===== src/rtl/iob_pkg.sv =====
// iob_pkg: shared types and constants for the IOB scheduler.
package iob_pkg;
  localparam int IOB_AW = 23;
  localparam int IOB_GAP_CYCLES = 1;
  typedef enum logic [1:0] {C_IDLE, C_DIRQ, C_DIRW} cpu_state_t;
  typedef enum logic [1:0] {B_IDLE, B_POST, B_DIR, B_GAP} bus_state_t;
  typedef struct packed {
    logic [IOB_AW-1:0] addr;
    logic [15:0]       data;
    logic [1:0]        be;
  } iob_entry_t;
endpackage


===== src/rtl/iob_pwq.sv =====
// iob_pwq: circular posted-write queue; a pop and push in one cycle keep the count.
module iob_pwq #(
  parameter int DEPTH = 4,
  parameter int W = 41
) (
  input  logic         CLK,
  input  logic         RES,
  input  logic         push,
  input  logic         pop,
  input  logic [W-1:0] din,
  output logic [W-1:0] head,
  output logic         full,
  output logic         empty
);
  localparam int PW = $clog2(DEPTH);
  localparam int CW = PW + 1;
  logic [W-1:0] mem [DEPTH];
  logic [PW-1:0] wp, rp;
  logic [CW-1:0] cnt;
  assign head = mem[rp];
  assign full = cnt == CW'(DEPTH);
  assign empty = cnt == '0;
  always_ff @(posedge CLK) begin
    if (push) mem[wp] <= din;
    if (RES) begin
      wp <= '0;
      rp <= '0;
      cnt <= '0;
    end else begin
      wp <= wp + PW'(push);
      rp <= rp + PW'(pop);
      cnt <= cnt + CW'(push) - CW'(pop);
    end
  end
endmodule


===== src/rtl/iob_sched.sv =====
// iob_sched: sequences FSB accesses onto the IOB; postable writes are acked at once
// and drained in order, direct accesses wait until no posted write is queued or in flight.
module iob_sched import iob_pkg::*; #(
  parameter int DEPTH = 4,
  parameter int AW = IOB_AW
) (
  input  logic          CLK,
  input  logic          RES,
  input  logic          BACT,
  input  logic          IOCS,
  input  logic          IOPWCS,
  input  logic          nWE,
  input  logic [AW-1:0] A,
  input  logic [15:0]   DI,
  input  logic [1:0]    BE,
  output logic          FSBDone,
  output logic          IOREQ,
  output logic          IOWE,
  output logic [AW-1:0] IOA,
  output logic [15:0]   IOD,
  output logic [1:0]    IOBE,
  input  logic          IOACK,
  output logic          QEmpty,
  output logic          QFull
);
  localparam int W = AW + 18;
  cpu_state_t cs, cs_n;
  bus_state_t bs, bs_n;
  logic accepted, push, pop, dir_go, dir_done;
  logic [W-1:0] head;
  iob_pwq #(.DEPTH(DEPTH), .W(W)) u_pwq (
    .CLK(CLK), .RES(RES), .push(push), .pop(pop), .din({A, DI, BE}),
    .head(head), .full(QFull), .empty(QEmpty)
  );
  // A full queue still accepts in the cycle its head retires.
  always_comb begin
    pop = bs == B_POST && IOACK;
    push = cs == C_IDLE && BACT && IOPWCS && !accepted && (!QFull || pop);
    dir_go = cs == C_DIRQ && BACT && QEmpty && bs == B_IDLE;
    dir_done = cs == C_DIRW && bs == B_DIR && IOACK;
    IOREQ = bs == B_POST || bs == B_DIR;
    cs_n = (cs == C_IDLE && BACT && IOCS && !IOPWCS && !accepted) ? C_DIRQ :
           (cs == C_DIRQ && !BACT) ? C_IDLE :
           dir_go ? C_DIRW :
           dir_done ? C_IDLE : cs;
    bs_n = (bs == B_IDLE) ? (!QEmpty ? B_POST : dir_go ? B_DIR : B_IDLE) :
           (bs == B_GAP) ? B_IDLE :
           IOACK ? B_GAP : bs;
  end
  always_ff @(posedge CLK) begin
    if (RES) begin
      cs <= C_IDLE;
      bs <= B_IDLE;
      accepted <= 1'b0;
      FSBDone <= 1'b0;
      {IOWE, IOA, IOD, IOBE} <= '0;
    end else begin
      cs <= cs_n;
      bs <= bs_n;
      accepted <= BACT && (accepted || push || dir_done);
      FSBDone <= push || dir_done;
      if (bs == B_IDLE && !QEmpty) {IOWE, IOA, IOD, IOBE} <= {1'b1, head};
      else if (dir_go) {IOWE, IOA, IOD, IOBE} <= {~nWE, A, DI, BE};
    end
  end
endmodule


===== config.mk =====
export PLATFORM = sky130hd
export DESIGN_NAME = iob_sched
export DESIGN_NICKNAME = d
export VERILOG_FILES = /design/src/rtl/iob_pkg.sv /design/src/rtl/iob_pwq.sv /design/src/rtl/iob_sched.sv
export SDC_FILE = /design/constraint.sdc
export NUM_CORES = 1
export LEC_CHECK = 0
export ABC_AREA = 0
export CAP_MARGIN = 0
export CORE_ASPECT_RATIO = 1.5
export CORE_UTILIZATION = 30
export DETAILED_ROUTE_END_ITERATION = 12
export HOLD_SLACK_MARGIN = 0.15
export PLACE_DENSITY_LB_ADDON = 0.12
export REMOVE_ABC_BUFFERS = 1
export SLEW_MARGIN = 0
export SYNTH_ARGS = -nofsm -noshare
export SYNTH_HDL_FRONTEND = slang
export SYNTH_SLANG_ARGS = --single-unit

===== constraint.sdc =====
create_clock -name CLK -period 4.47 [get_ports CLK]
set_clock_uncertainty 0.1 [all_clocks]
set_input_delay 0.894 -clock CLK [delete_from_list [all_inputs] [get_ports CLK]]
set_output_delay 0.894 -clock CLK [all_outputs]
set_load 0.02 [all_outputs]

---- Word-level counts from Yosys, hierarchy flattened ----
Memories as Yosys holds them, arrays and structs flattened. A register that Yosys moved wholly into a read port is not among the register bits.
Cells that the tools add are included.
storage, ports and cells
  bits in registers ....................... 55
  latch bits .............................. 0
  memory bits (writable) .................. 164
  bits in read-only memories .............. 0
  input bits .............................. 48
  output and inout bits ................... 46
  word-level logic and storage cells ...... 78
  memories kept ........................... 1
operators by class
  add/subtract/negate cells ............... 4
  multipliers ............................. 0
  divide/modulo/power cells ............... 0
  magnitude comparators ................... 0
  equality and inequality tests ........... 6
  shift operators ......................... 0
  multiplexer cells ....................... 20
  bitwise operators ....................... 1
  reductions and logical operators ........ 34
memory list
  name       depth  width  rd ports  clocked after Yosys merged registers in  wr ports  line           source
  u_pwq.mem  4      41     1         1                                        1         iob_pwq.sv:17  logic [W-1:0] mem [DEPTH];
operators with widths
  kind                                                 count
  2-to-1 mux 23 bit                                    2
  2-to-1 mux 16 bit                                    2
  2-to-1 mux 2 bit                                     10
  logical AND 1 bit                                    16
  equality test 2 bit, second input constant           3
  2-to-1 mux 1 bit                                     6
  logical NOT 1 bit                                    5
  logical OR 1 bit                                     5
  adder 2 x 1 -> 2 bit                                 2
  equality test 2 x 1 -> 1 bit, second input constant  2
  logical NOT 2 bit                                    2
  nonzero test 2 bit                                   2
  nonzero test 4 bit                                   1
  adder 3 x 1 -> 3 bit                                 1
  equality test 3 bit, second input constant           1
  logical NOT 3 bit                                    1
  nonzero test 3 bit                                   1
  OR reduction 3 bit                                   1
  subtractor 3 x 1 -> 3 bit                            1
  inverter 1 bit                                       1

---- Logic depth before layout (Yosys ltp) ----
Gate-level depths: netlist of run 1.
  depth after elaboration ................. 8
  depth in mapped cells ................... 9
  gate-level depth less buffers ........... 9

---- Cells and area by module ----
Synthesis of run 1 repeated with hierarchy kept, for this count alone.
unflattened totals
  cell total of the unflattened synthesis .. 481
  area total of the unflattened synthesis .. 8775.9 µm²
by module, submodules not included
  module     instances  cells an instance  area each (µm²)
  iob_pwq    1          248                6312.3
  iob_sched  1          233                2463.6

---- Least setup slack after synthesis of run 1 ----
No wires, ideal clock.
  path type ............................... input to register
  start point ............................. input BACT
  end point ............................... memory u_pwq.mem[0][0], enable pin
  setup time .............................. 0.491 ns
  arrival ................................. 4.160 ns
  path slack .............................. -0.280 ns
  cell stages on the path ................. 3
  path through ............................ nor4b_2 > o211ai_2 > nor3_1
between the ends
  word-level cells in the longest chain between the ends .. 6
ends and longest elaborated chain
  item                                    line             source
  start: declaration                      iob_sched.sv:9   input logic BACT,
  logical AND 1 bit (4 in a row)          iob_sched.sv:38  push = cs == C_IDLE && BACT && IOPWCS && !accepted && (!QFull || pop);
  2-to-1 mux 1 bit                        iob_pwq.sv:24    if (push) mem[wp] <= din;
  2-to-1 mux 1 bit (implied by the code)  iob_pwq.sv:24
  end: declaration                        iob_pwq.sv:17
Every way passes these cells.

---- Final worst setup path of run 1 ----
  start point ............................. register u_pwq.cnt[2]
  end point ............................... output QFull
between the ends
  word-level cells in the longest chain between the ends .. 1
ends and longest elaborated chain
  item                      line             source
  start: declaration        iob_pwq.sv:19    logic [CW-1:0] cnt;
  start signal: assignment  iob_pwq.sv:32    cnt <= cnt + CW'(push) - CW'(pop);
  equality test 3 bit       iob_pwq.sv:21    assign full = cnt == CW'(DEPTH);
  end: declaration          iob_sched.sv:24  output logic QFull
Every way passes these cells.

==> results of run 1 <==
==> routing by layer <==
layer	vias up	wire, µm
met5	-	13
met4	2	274
met3	25	752
met2	85	9940
met1	2237	7440
li1	1955	-
==> placed cells by master (no fill, tap or decap), drive strengths merged, types with 3 or more instances in the layout <==
cell	n
clkinv	7
xnor2	4
mux2i	41
clkbuf	30
o2bb2ai	41
buf	12
nand2b	3
mux4	41
edfxtp	164
dfxtp	55
a21oi	4
nor2b	4
nor2	6
clkdlybuf4s50	93
nor3	5
clkinvlp	3
o21ai	3
ha	8
inv	13
==> through the flow <==
stage	std cells	hold WS, ps
global placement	853	375
finish	895	376
global route	895	432
floorplan	406	347
CTS	895	379
detailed placement	853	370
==> where the power goes <==
| group | switching, W | internal (W) |
|---|---|---|
| Sequential | 0.000189 | 0.00244 |
| Combinational | 0.000707 | 0.000684 |
| Clock | 0.000767 | 0.00110 |
| Total | 0.00166 | 0.00423 |
==> Yosys cell counts, drive strengths merged <==
cell type	number	area share, %
edfxtp	164	59
a31oi	1	0.075
fa	1	0.24
o21ba	1	0.12
dfxtp	55	13
o21ai	3	0.18
a311oi	1	0.11
o31ai	1	0.15
nor3	5	0.36
a22oi	1	0.090
inv	12	0.54
ha	8	1.2
mux2i	41	4.9
a2111oi	1	0.18
nor2b	4	0.30
nand2b	3	0.23
o2bb2ai	41	4.3
and3b	1	0.11
buf	16	1.5
and4b	1	0.12
or3b	1	0.11
mux4	41	11
nand4b	1	0.11
and2	1	0.075
xnor2	4	0.42
o211ai	1	0.15
nor4b	1	0.18
a21oi	4	0.24
nand2	1	0.045
clkbuf	9	0.41
nor2	6	0.27
==> flip-flops by register name (all words and copies together), names as in the netlist, 2 cells and up <==
signal,count
u_pwq.rp,2
u_pwq.mem,164
u_pwq.cnt,3
IOD,16
u_pwq.wp,2
IOA,23
IOBE,2
cs,2
bs,2
==> cell type report <==
cell class | count | share of cell area [%]
Sequential cell | 219 | 57.7
Multi-Input combinational cell | 175 | 20.5
Timing Repair Buffer | 105 | 10.0
Clock buffer | 30 | 6.34
Tap cell | 342 | 4.09
Clock inverter | 12 | 0.886
Inverter | 12 | 0.431
==> kinds of logic after synthesis <==
family	synth area share (%)
buffers and inverters	2.40
AO/OA/AOI/OAI	5.60
adder cells (fa/ha/maj)	1.44
AND/OR/NAND/NOR	1.89
XOR/XNOR	0.420
flip-flops	72.3
multiplexers	16.0
==> critical path: cells and delay by family, from the launching register on <==
family                 cells  cell delay, ps
buffers and inverters      2             660
flip-flops                 1             420
AND/OR/NAND/NOR            1             410
==> path summary, 6_finish.rpt <==
path                start           end  slack (ps)  cells past startpoint
max          u_pwq.cnt[2]         QFull        1480                      3
min              accepted      accepted         380                      2
max reg2reg         bs[1]  u_pwq.cnt[2]        2080                      9
min reg2reg      accepted      accepted         380                      2
==> metrics.md, run 1 <==
| Metric | Value |
|---|---|
| Max clock buf depth | 3 |
| Clock transition at the registers of the reported paths | 60 ps |
| Mapped Area | 8340 µm² |
| Multi-input gate area | approximately 2100 µm² |
| Total leakage power | 3.24 nW |
| Die Height | 206 µm |
| Power per cell area | around 560 nW/µm² |
| IO Port Bufs | 93 |
| Minimum clock period | 2990 ps |
| Ratio of cells with drive above 1 in the final layout | 19.0% |
| Setup CP Type | reg2out |
| Core area | about 27000 µm² |
| Seq. cell area | 6030 µm² |
| GPL Wtd Cong | 0.762 |
| Antenna viol nets, final | 0 |
| I/O Pins | 94 |
| 1st-pass router iterations | 10 |
| Met3 Usage GRT | 2.32% |
| Seq/Total Area, Yosys | around 72% |
| Setup TNS | 0 ps |
| GR Util met1 | between 15 and 20% |
| Worst slew pin tran | 928 ps |
| Ant diodes | 0 |
| Final Power | 0.00589 W |
| CP Launch Type | flop |
| Failing checks | DRC |
| Final core occ | 38.3% |
| DRC viols | 11 |
| Status | complete, but fails checks |
| Yosys reg bits | between 200 and 250 |
| Ys Warns | 0 |
| First-pass GRT wire length | 28500 µm |
| Final setup viols | 0 |
| RSZ-0062 raised after global routing | no |
| Initial Util | a little under a third |
| Mapped Cells | about 430 |
| CTS H-tree lvls | 1 |
| CP peak stage delay | 590 ps |
| Synth cell types | 35 |
| Final period utilization | between 60% and 70% |
| Max-slew violations | 0 |
| VDD IR max | 273 µV |
| Die width | 138 µm |
| Via count | between 4000 and 5000 |
| GRT Util Overall | 13.2% |
| Place WS | 1200 ps |
| Num CTS Buffers | 23 |
| Antenna violations before repair | 1 |
| Drt initial violations | 277 |
| Die ar. | ~28000 µm² |
| Nets | 593 |
| Post-CTS setup buffer count | 0 |
| Routed len/inst | around 21 µm |
| GRT overflow | 0 |
| Post-CTS sizing | 0 |
| Crit-path max FO | 4 |
| Crit-path slowest cell | clkdlybuf4s50_1 |
| Via density per instance | around 4.8 |
| GRT Max-Usage Layer | met2 |
| Max-cap violations | 0 |
| Peak Freq | 334 MHz |
| Largest net degree at the start of global routing | 43 |
| # hold bufs at CTS | 0 |
| TritonCTS clock tree | built |
| Vias in the first global route | 4748 |
| Placed Area | 9700 µm² |
| Detailed Route WL | 18400 µm |
| Max_slew headroom | 38.2% |
| WP data required | 3480 ps |
| Crit path capture type | output port |
| Clk root buf | clkbuf_16 |
| CTS Sinks | 219 |
| Area grow syn2layout | 25.3% |
| Finished Cell Area | 10500 µm² |
| HPWL Detailed | 11100 µm |
| Avg Cell Area, Syn | roughly 19 µm² |
| Post-route setup slack | ~1500 ps |
| Clock Latency Late Sink | 500 ps |
| Row Count | 74 |
| Met2 Use GR | approximately a quarter |
| Fill count | around 2500 |
| Final hold viol count | 0 |
| Hold Path Class | reg2reg |
| CP cell instances | or3b_1, inv_1, clkdlybuf4s50_1 |
| Worst path arrival time | 2000 ps |
Note: power is estimated with default switching activity, not from simulation.
==> run 2: changes to the inputs <==
==> constraint.sdc (replaced) <==
create_clock -name CLK -period 2.4 [get_ports CLK]
set_clock_uncertainty 0.1 [all_clocks]
set_input_delay 0.48 -clock CLK [delete_from_list [all_inputs] [get_ports CLK]]
set_output_delay 0.48 -clock CLK [all_outputs]
set_load 0.02 [all_outputs]
==> metrics.md, run 2 (synthesis gave the netlist of run 1 again) <==
| Metric | Value |
|---|---|
| Status | complete, but fails checks |
| Failing checks | DRC |
| Post-CTS setup buffer count | 0 (unchanged) |
| Clock Latency Late Sink | 500 ps (about the same) |
| Final core occ | 39.2% (+0.89 points) |
| DRC viols | 11 (unchanged) |
| VDD IR max | 699 µV (+160%) |
| Final hold viol count | 0 (unchanged) |
| Post-route setup slack | 120 ps (-1360 ps) |
| Drt initial violations | 226 (-18%) |
| Worst slew pin tran | 620 ps (-308 ps) |
| I/O Pins | 94 (unchanged) |
| Peak Freq | 439 MHz |
| GPL Wtd Cong | 0.746 (-2.2%) |
| Power per cell area | 1030 nW/µm² (+83%) |
| Crit-path slowest cell | or3b_1 |
| CTS H-tree lvls | 1 (unchanged) |
| Worst hold slack | 392 ps (+15.7 ps) |
| Ratio of cells with drive above 1 in the final layout | 21.7% (+2.7 points) |
| Row Count | 74 (unchanged) |
| Final period utilization | 95.0% |
| Leading cell types in the layout, fill and taps excluded | 164 x edfxtp_1, 90 x clkdlybuf4s50_1, 52 x dfxtp_1 |
| Clk root buf | clkbuf_16 |
| CP delay by family, top | simple AND/OR/NAND/NOR gates |
| Placed Area | 9950 µm² (+2.7%) |
| First-pass GRT wire length | 28600 µm (+0.34%) |
| CP bufs+invs | 2 (unchanged) |
| IO Port Bufs | 93 (unchanged) |
| Most flops, register | u_pwq.mem |
| CP cell instances | or3b_1, inv_1, clkdlybuf4s15_1 |
| Finished Cell Area | 10700 µm² (+2.3%) |
| Place WS | -233 ps (-1430 ps) |
| Hold Path Class | reg2reg |
| Reg-to-Reg End | u_pwq.cnt[2] |
| Nets | 613 (+3.4%) |
| Largest net degree at the start of global routing | 42 (-2.3%) |
| WP data required | 1820 ps (-1660 ps) |
| GRT Util Overall | 13.3% (+0.10 points) |
| Fill count | 2475 (-0.84%) |
| RSZ-0062 raised after global routing | no |
| Vias in the first global route | 4792 (+0.93%) |
| Largest register FFs | 164 (unchanged) |
| Commonest non-fill, non-tap cell in the layout | edfxtp_1 |
| TritonCTS clock tree | built |
| Initial Util | 30.5% (unchanged) |
| Total leakage power | 3.39 nW (+4.6%) |
| Antenna viol nets, final | 0 (unchanged) |
| # hold bufs at CTS | 0 (unchanged) |
| Antenna violations before repair | 0 (-1) |
| CP startpoint | u_pwq.cnt[1] |
| CP Launch Type | flop |
| Worst reg2reg path depth | 9 (unchanged) |
| Crit path capture type | output port |
| Max clock buf depth | 3 (unchanged) |
| Crit-path max FO | 5 (+1) |
| CP Capture Point | QFull |
| Clock transition at the registers of the reported paths | 60 ps (about the same) |
| Die ar. | 28500 µm² (unchanged) |
| HPWL Detailed | 11900 µm (+7.3%) |
| Num CTS Buffers | 22 (-4.3%) |
| Post-CTS sizing | 2 (+2) |
| Setup CP Type | reg2out |
| CTS Sinks | 219 (unchanged) |
| Final setup viols | 0 (unchanged) |
| Minimum clock period | 2280 ps |
| Routed len/inst | 20.2 µm (-2.1%) |
| Die Height | 206 µm (unchanged) |
| Die width | 138 µm (unchanged) |
| Setup TNS | 0 ps (unchanged) |
| CP peak stage delay | 460 ps (-130 ps) |
| Levels on crit path | 3 (unchanged) |
| Via density per instance | 4.73 (-1.6%) |
| Worst r2r src | bs[1] |
| Ant diodes | 0 (unchanged) |
| Via count | 4323 (+0.44%) |
| Max_slew headroom | 58.5% (+20 points) |
| Max-slew violations | 0 (unchanged) |
| Detailed Route WL | 18400 µm (about the same) |
| Area grow syn2layout | 28.3% |
| R2R Setup Slk | 250 ps (-1830 ps) |
| GRT overflow | 0 (unchanged) |
| Core area | 27300 µm² (unchanged) |
| Worst path arrival time | 1700 ps (-300 ps) |
| 1st-pass router iterations | 10 (unchanged) |
| Max-cap violations | 0 (unchanged) |
run 2: metrics by stage:
step / total power, W / instances
floorplan: 0.00634 / 406
global placement: 0.00771 / 874
detailed placement: 0.00773 / 874
CTS: 0.0113 / 914
global route: 0.0116 / 914
finish: 0.0110 / 914
run 2: cell type report:
class / count / area [µm²] / share of cell area (%)
clock buffers: 31 / 646 / 6.04
clock inverters: 9 / 92.6 / 0.866
inverters: 12 / 45.0 / 0.421
multi-input cells: 175 / 2150 / 20.1
flip-flops and latches: 219 / 6030 / 56.4
well taps: 342 / 428 / 4.00
repair buffers: 126 / 1310 / 12.2
run 2: where the power goes:
group | switching [W] | internal, W | leakage (nW) | total [W]
logic | 0.00143 | 0.00136 | 1.09 | 0.00278
registers | 0.000232 | 0.00454 | 1.94 | 0.00477
clock network | 0.00140 | 0.00209 | 0.368 | 0.00349
total | 0.00306 | 0.00798 | 3.39 | 0.0110
run 2: worst min path at each step:
stage / startpoint / to / slack [ps] / depth (start not counted)
final: accepted / accepted / 390 / 2
after global routing: accepted / accepted / 420 / 2
after CTS: accepted / accepted / 390 / 2
after detailed placement: accepted / accepted / 380 / 2
after global placement: accepted / accepted / 370 / 2
after floorplan: accepted / accepted / 350 / 2
run 2: per-layer routing:
metal  vias up  share of wire [%]  GRT usage, %
met3        31                3.8          2.36
met4         0                2.0          4.21
met5         -                  0             0
met2        74                 53          25.0
li1       2001                  -             -
met1      2217                 41          15.4
run 2: worst reg2reg max path: cells and delay by family (launching register included):
family	cells	cell delay, ps
adder cells (fa/ha/maj)	4	1060
flip-flops	1	380
AND/OR/NAND/NOR	2	220
XOR/XNOR	1	160
buffers and inverters	2	120
